`src/rtl/cpu_pkg.sv`:
```
// Shared CPU definitions used by the fetch path: FSM state type, HALT opcode, default reset PC
// and the wrapping PC increment.
package cpu_pkg;

    typedef enum logic [0:0] {
        StRun,
        StHalted
    } fetch_state_e;

    localparam logic [3:0]  HALT_OPCODE      = 4'hF;
    localparam logic [15:0] DEFAULT_RESET_PC = 16'h0000;

    // Sequential fetch wraps to word 0 after the last instruction-memory word.
    function automatic logic [15:0] pc_incr(input logic [15:0] pc, input logic [15:0] last);
        return (pc == last) ? 16'h0000 : pc + 16'h0001;
    endfunction

endpackage

```
`src/rtl/fetch_skid_buf.sv`:
```
// One-entry skid slot holding an instruction and its PC while decode applies backpressure.
// Flush wins over load, load wins over pop.
module fetch_skid_buf (
    input  logic        clk,
    input  logic        rst_n,
    input  logic        load,
    input  logic        pop,
    input  logic        flush,
    input  logic [15:0] load_data,
    input  logic [15:0] load_pc,
    output logic [15:0] data,
    output logic [15:0] pc,
    output logic        valid
);

    logic        valid_q, valid_d;
    logic [15:0] data_q, pc_q;

    always_comb begin
        valid_d = valid_q;
        if (flush) begin
            valid_d = 1'b0;
        end else if (load) begin
            valid_d = 1'b1;
        end else if (pop) begin
            valid_d = 1'b0;
        end
    end

    always_ff @(posedge clk) begin
        if (!rst_n) begin
            valid_q <= 1'b0;
            data_q  <= 16'h0000;
            pc_q    <= 16'h0000;
        end else begin
            valid_q <= valid_d;
            if (load && !flush) begin
                data_q <= load_data;
                pc_q   <= load_pc;
            end
        end
    end

    assign valid = valid_q;
    assign data  = data_q;
    assign pc    = pc_q;

endmodule

```
`src/rtl/fetch_unit.sv`:
```
// Instruction fetch: PC sequencing, one-deep inflight tracking and a skid slot toward decode.
// HALT-opcode detection is built only when FETCH_HALT_EN is defined.
module fetch_unit
    import cpu_pkg::*;
#(
    parameter logic [15:0] RESET_PC   = DEFAULT_RESET_PC,
    parameter int unsigned IMEM_DEPTH = 256
) (
    input  logic        clk,
    input  logic        rst_n,
    output logic [15:0] imem_addr,
    output logic        imem_en,
    input  logic [15:0] imem_instr,
    input  logic        redirect_valid,
    input  logic [15:0] redirect_pc,
    output logic        out_valid,
    input  logic        out_ready,
    output logic [15:0] out_instr,
    output logic [15:0] out_pc,
    output logic        halted
);

    localparam logic [15:0] PC_LAST = 16'(IMEM_DEPTH - 1);

    fetch_state_e state_q, state_d;
    logic [15:0]  pc_q, pc_d;
    logic [15:0]  infl_pc_q;
    logic         infl_q, infl_d;
    logic         skid_valid, skid_load, skid_pop;
    logic [15:0]  skid_data, skid_pc;
    logic         present_valid, handshake, issue, halt_seen;

    fetch_skid_buf u_skid (
        .clk       (clk),
        .rst_n     (rst_n),
        .load      (skid_load),
        .pop       (skid_pop),
        .flush     (redirect_valid),
        .load_data (imem_instr),
        .load_pc   (infl_pc_q),
        .data      (skid_data),
        .pc        (skid_pc),
        .valid     (skid_valid)
    );

    // Skid and inflight are mutually exclusive, so skid simply takes precedence.
    assign present_valid = skid_valid | infl_q;
    assign out_instr     = skid_valid ? skid_data : imem_instr;
    assign out_pc        = skid_valid ? skid_pc : infl_pc_q;
    assign out_valid     = rst_n & ~redirect_valid & present_valid;
    assign handshake     = out_valid & out_ready;

`ifdef FETCH_HALT_EN
    assign halt_seen = present_valid & (out_instr[15:12] == HALT_OPCODE);
    assign halted    = rst_n & (state_q == StHalted);
`else
    assign halt_seen = 1'b0;
    assign halted    = 1'b0;
`endif

    assign issue = (state_q == StRun) & ~redirect_valid & ~skid_valid
                 & (~infl_q | out_ready) & ~halt_seen;

    assign imem_en   = rst_n & issue;
    assign imem_addr = pc_q;
    assign skid_load = infl_q & ~skid_valid & ~out_ready;
    assign skid_pop  = handshake & skid_valid;

    always_comb begin
        state_d = state_q;
        pc_d    = pc_q;
        infl_d  = issue;
        if (redirect_valid) begin
            state_d = StRun;
            pc_d    = redirect_pc & PC_LAST;
        end else begin
            if (issue) begin
                pc_d = pc_incr(pc_q, PC_LAST);
            end
            if (handshake && halt_seen) begin
                state_d = StHalted;
            end
        end
    end

    always_ff @(posedge clk) begin
        if (!rst_n) begin
            state_q   <= StRun;
            pc_q      <= RESET_PC;
            infl_q    <= 1'b0;
            infl_pc_q <= RESET_PC;
        end else begin
            state_q <= state_d;
            pc_q    <= pc_d;
            infl_q  <= infl_d;
            if (issue) begin
                infl_pc_q <= pc_q;
            end
        end
    end

endmodule
```
`config.mk`:
```
export PLATFORM = sky130hd
export DESIGN_NAME = fetch_unit
export DESIGN_NICKNAME = d
export VERILOG_FILES = /design/src/rtl/cpu_pkg.sv /design/src/rtl/fetch_skid_buf.sv /design/src/rtl/fetch_unit.sv
export SDC_FILE = /design/constraint.sdc
export NUM_CORES = 1
export LEC_CHECK = 0
export ABC_AREA = 1
export CAP_MARGIN = 20
export CORE_UTILIZATION = 51
export DETAILED_ROUTE_END_ITERATION = 12
export PLACE_DENSITY = 0.88
export SLEW_MARGIN = 20
export SYNTH_ARGS = -nofsm -noshare
export SYNTH_HDL_FRONTEND = slang
export SYNTH_SLANG_ARGS = --single-unit
```
`constraint.sdc`:
```
create_clock -name clk -period 2.3 [get_ports clk]
set_input_delay 0.46 -clock clk [delete_from_list [all_inputs] [get_ports clk]]
set_output_delay 0.46 -clock clk [all_outputs]
set_load 0.01 [all_outputs]
```
* Word level (Yosys, flattened, before mapping)
Index checks and enable logic that the tools add are counted.
** Storage, ports and cells
- Bits in registers :: 66
** Operators by class
- Add/subtract/negate cells :: 1
- Bitwise operators :: 16
- Equality and inequality tests :: 1
- Reductions and logical operators :: 5
- Muxes and demuxes :: 7
** Operators by type and width (count)
- 16-bit 2-to-1 mux :: 3
- 16-bit by 1-bit adder with 16-bit output, second input constant :: 1
- 16-bit by 8-bit == test with 1-bit output, second input constant :: 1
- 8-bit 2-to-1 mux :: 2
- 1-bit bitwise AND :: 9
- 1-bit inverter :: 5
- 2-bit nonzero test :: 2
- 1-bit 2-to-1 mux :: 2
- 1-bit OR :: 2
- 2-bit OR reduction :: 1
- 1-bit logical AND :: 1
- 1-bit logical NOT :: 1

* Longest topological paths before layout
- Depth in word-level cells :: 7
- Gate-level depth with buffers :: 10

* Modules after synthesis
A second synthesis with hierarchy kept.
** Second synthesis, totals
- Cells, all modules :: 556
- Area, all modules :: 3429.5 um2
** Modules (own cells, without submodules)
- fetch_unit :: times used 1, area an instance 2005.7 um2, sequential area each 660.6 um2, cells an instance 342
- fetch_skid_buf :: times used 1, area an instance 1423.9 um2, sequential area each 660.6 um2, cells an instance 214

* Worst setup path before layout
No wires, ideal clock.
- Path kind :: input port to output port
- Start :: input rst_n
- End :: output imem_en
- Path buffers :: 2
- Required time :: 1.840 ns
- Arrival :: 1.107 ns
- Cell stages on the path :: 4
- Setup slack :: 0.733 ns
- Cells stage by stage :: buf_2 inv_1 clkbuf_1 nor2_1
** On the way
- Cells in the longest elaborated chain, start to end :: 1
** RTL lines
- from (decl) :: line fetch_unit.sv:10 : input logic rst_n,
- 1-bit bitwise AND :: line fetch_unit.sv:64 : assign imem_en = rst_n & issue;
- to (decl) :: line fetch_unit.sv:12 : output logic imem_en,
No other way between the ends.

* Worst setup path after layout
- Start :: register u_skid.valid_q, in the netlist u_skid.valid
- End :: output out_pc[13]
** On the way
- Cells in the longest elaborated chain, start to end :: 1
** RTL lines
- from (decl) :: line fetch_skid_buf.sv:16 : logic valid_q, valid_d;
- from (signal assigned) :: line fetch_skid_buf.sv:36 : valid_q <= valid_d;
- 16-bit 2-to-1 mux :: line fetch_unit.sv:49 : assign out_pc = skid_valid ? skid_pc : infl_pc_q;
- to (decl) :: line fetch_unit.sv:19 : output logic [15:0] out_pc,
No other way between the ends.

==> impl_metrics.env <==
export IMPL_yosysWarnings=0
export IMPL_clk_pin_slew_worst_paths_ns=0.06
export IMPL_start_util=0.526
export IMPL_grt_pass1_wl_mm=12.5
export IMPL_die_w_um=79.9
export IMPL_ys_types=28
export IMPL_synth_top_area_share=0.426
export IMPL_dpl_instance_area_um2=3960
export IMPL_post_route_util=0.707
export IMPL_route_vias_total=3114
export IMPL_ioPinCount=87
export IMPL_skew_ns=0.00640
export IMPL_cts_hold_buf=0
export IMPL_async_flop_share=0
export IMPL_seq_area_frac_synth=0.426
export IMPL_hold_path_class="reg -> reg"
export IMPL_max_freq_mhz=455
export IMPL_fin_nets=582
export IMPL_drc=0
export IMPL_synth_common_cells="nand2_1, nor2_1, dfxtp_1"
export IMPL_via_per_inst=4.99
export IMPL_crit_required_ns=1.84
export IMPL_grt_max_degree=46
export IMPL_worst_path_largest_cell_delay_ns=0.54
export IMPL_hpwl_mm=5.10
export IMPL_critical_path_slowest_cell="clkdlybuf4s50_1"
export IMPL_cts_tree="built"
export IMPL_cts_root_buf="clkbuf_8"
export IMPL_r2r_end="infl_pc_q[14]$_SDFFE_PN0P_"
export IMPL_max_cap_viol_count=0
export IMPL_hold_start="infl_pc_q[0]$_SDFFE_PN0P_"
export IMPL_grt_pass1_vias=2919
export IMPL_status="finished, final reports clean"
export IMPL_p_leak_uw=0.00175
export IMPL_clk_path_buf_depth=2
export IMPL_post_cts_buffers=0
export IMPL_grt_overflow_total=0
export IMPL_io_buffers=77
export IMPL_drive_gt1_frac=0.0765
export IMPL_fin_hold_ws_ns=0.474
export IMPL_synth_edff_count=0
export IMPL_reg2reg_setup_slack_ns=0.65
export IMPL_stdcell_area_um2=4160
export IMPL_netlist_instances=468
export IMPL_post_synth_cell_area_avg_um2=6.62
export IMPL_core_area_um2=5890
export IMPL_r2r_start="u_skid.valid$_SDFFE_PP0P_"
export IMPL_path_class="reg -> out"
export IMPL_cp_common_cell="nand2_1"
export IMPL_whs_endpoint="u_skid.pc[0]$_SDFFE_PN0P_"
export IMPL_dp_slack_ns=-0.0633
export IMPL_syn_area_um2=3100
export IMPL_htreeDepth=3
export IMPL_yosysMostFrequentCell="nand2_1"
export IMPL_hold_viol_final=0
export IMPL_antenna_found_initial=0
export IMPL_path_cells="inv_1 > buf_6 > nand2_1 > nand2_1 > clkdlybuf4s50_1"
export IMPL_dieArea_um2=6390
export IMPL_syn_nets=505
export IMPL_fillCellCount=519
export IMPL_drtIter0Drc=170
export IMPL_setup_viol=0
export IMPL_cts_sinks=66
export IMPL_min_period_ns=2.20
export IMPL_maxSlewViolCount=0
export IMPL_reg2regPathDepth=8
export IMPL_ant_nets=0
export IMPL_track_usage=0.252
export IMPL_endpoint_kind="output port"
export IMPL_die_h_um=79.9
export IMPL_setup_tns_final_ns=0
export IMPL_critPathBufInv=3
export IMPL_ctsResizeCount=2
export IMPL_crit_fanout=31
export IMPL_firstDrtPassIters=4
export IMPL_gp_congestion=0.874
export IMPL_setup_slack_ns=0.104
export IMPL_clk_latency_ns=0.33
export IMPL_synth_seq_cells=66
export IMPL_vdd_drop_max_mv=0.338
export IMPL_yosysTopAreaCell="dfxtp_1"
export IMPL_ys_flop_type="dfxtp_1"
export IMPL_synthTopCellsByArea="dfxtp_1, nand2_1, nor2_1"
export IMPL_antenna_cells=0
export IMPL_routed_wl_mm=7.51
export IMPL_rsz0062_at_grt="false"
export IMPL_cp_start_kind="flip-flop"
export IMPL_path_delay_family="buffers and inverters"
export IMPL_whs_path_depth=2
export IMPL_area_delta_synth_final_pct=34.3
export IMPL_critical_path_arrival_ns=1.74
export IMPL_numCtsBuffers=9
export IMPL_post_route_period_util=0.955
export IMPL_wl_per_cell_um=12.0
export IMPL_rows=28
export IMPL_p_per_area_nw_per_um2=620
[area by class of cell]
| cell class | instances | area [µm²] | share of cell area |
|---|---|---|---|
| repair buffers | 90 | 882 | 0.212 |
| flip-flops and latches | 66 | 1320 | 0.317 |
| well taps | 75 | 93.8 | 0.0225 |
| inverters | 32 | 120 | 0.0289 |
| multi-input cells | 346 | 1540 | 0.370 |
| clock buffers | 13 | 169 | 0.0406 |
| clock inverters | 2 | 35.0 | 0.00842 |
[cells in the final DEF (no fill, tap or decap)]
cell	instances
nand4_1	1
inv_2	2
nor2_2	2
nor2_8	1
nor2_4	3
buf_6	1
nor2_1	97
o21ai_0	55
nand2_4	1
xnor2_1	2
dlygate4sd2_1	2
inv_1	30
bufinv_16	1
a21oi_2	1
a31oi_1	1
nand3_2	4
buf_12	1
a211oi_1	1
nand2_1	132
conb_1	1
a21oi_1	23
nor4_1	1
nand2_2	1
clkinv_2	1
clkbuf_1	1
ha_1	1
xor2_1	2
nand3_1	15
clkbuf_8	12
buf_4	11
clkdlybuf4s50_1	75
nor3_1	1
dfxtp_1	66
[power by group]
group / switching (µW) / total, µW / internal [µW]
logic: 181 / 367 / 187
registers: 34.6 / 1230 / 1190
clock network: 404 / 987 / 582
total: 620 / 2580 / 1960
[how the worst max path moves through the flow]
stage	startpoint	endpoint	slack, ns	cells after the start
global route	u_skid.valid$_SDFFE_PP0P_	out_pc[7]	0.01	5
floorplan	rst_n	imem_en	0.73	4
detailed placement	rst_n	out_valid	-0.06	6
CTS	u_skid.valid$_SDFFE_PP0P_	out_pc[13]	0.03	5
global placement	rst_n	out_valid	-0.06	6
finish	u_skid.valid$_SDFFE_PP0P_	out_pc[13]	0.10	5
[logic make-up (layout without fill, tap and decap cells)]
kind of cell	count (synthesis)	after routing	share of synthesized area
other	1	1	0.00121
XOR/XNOR	4	4	0.0113
adder cells (fa/ha/maj)	1	1	0.00404
flip-flops	66	66	0.426
buffers and inverters	56	137	0.0763
AND/OR/NAND/NOR	259	259	0.347
AO/OA/AOI/OAI	81	81	0.133
[tightest hold or removal path, delay by kind of cell (launching register included)]
family	cells	cell delay (ns)
AO/OA/AOI/OAI	1	0.06
flip-flops	1	0.30
buffers and inverters	1	0.07
[stage by stage]
stage	power, µW	std cells
global placement	1610	609
detailed placement	1620	609
global route	2700	624
floorplan	1430	468
finish	2580	624
CTS	2600	624
[sequential cells by signal (all words and copies together), names as in the netlist]
register and cells:
u_skid.valid 1, infl_q 1, u_skid.pc 16, infl_pc_q 16, imem_addr 16, u_skid.data 16
[metal layers]
layer	share of wire	vias to the layer above	GRT usage
met5	0	-	0
met4	0.020	0	0.120
met3	0.062	16	0.0366
met2	0.47	109	0.451
met1	0.45	1370	0.293
li1	-	1619	-
Power figures use the tool's default switching activity.
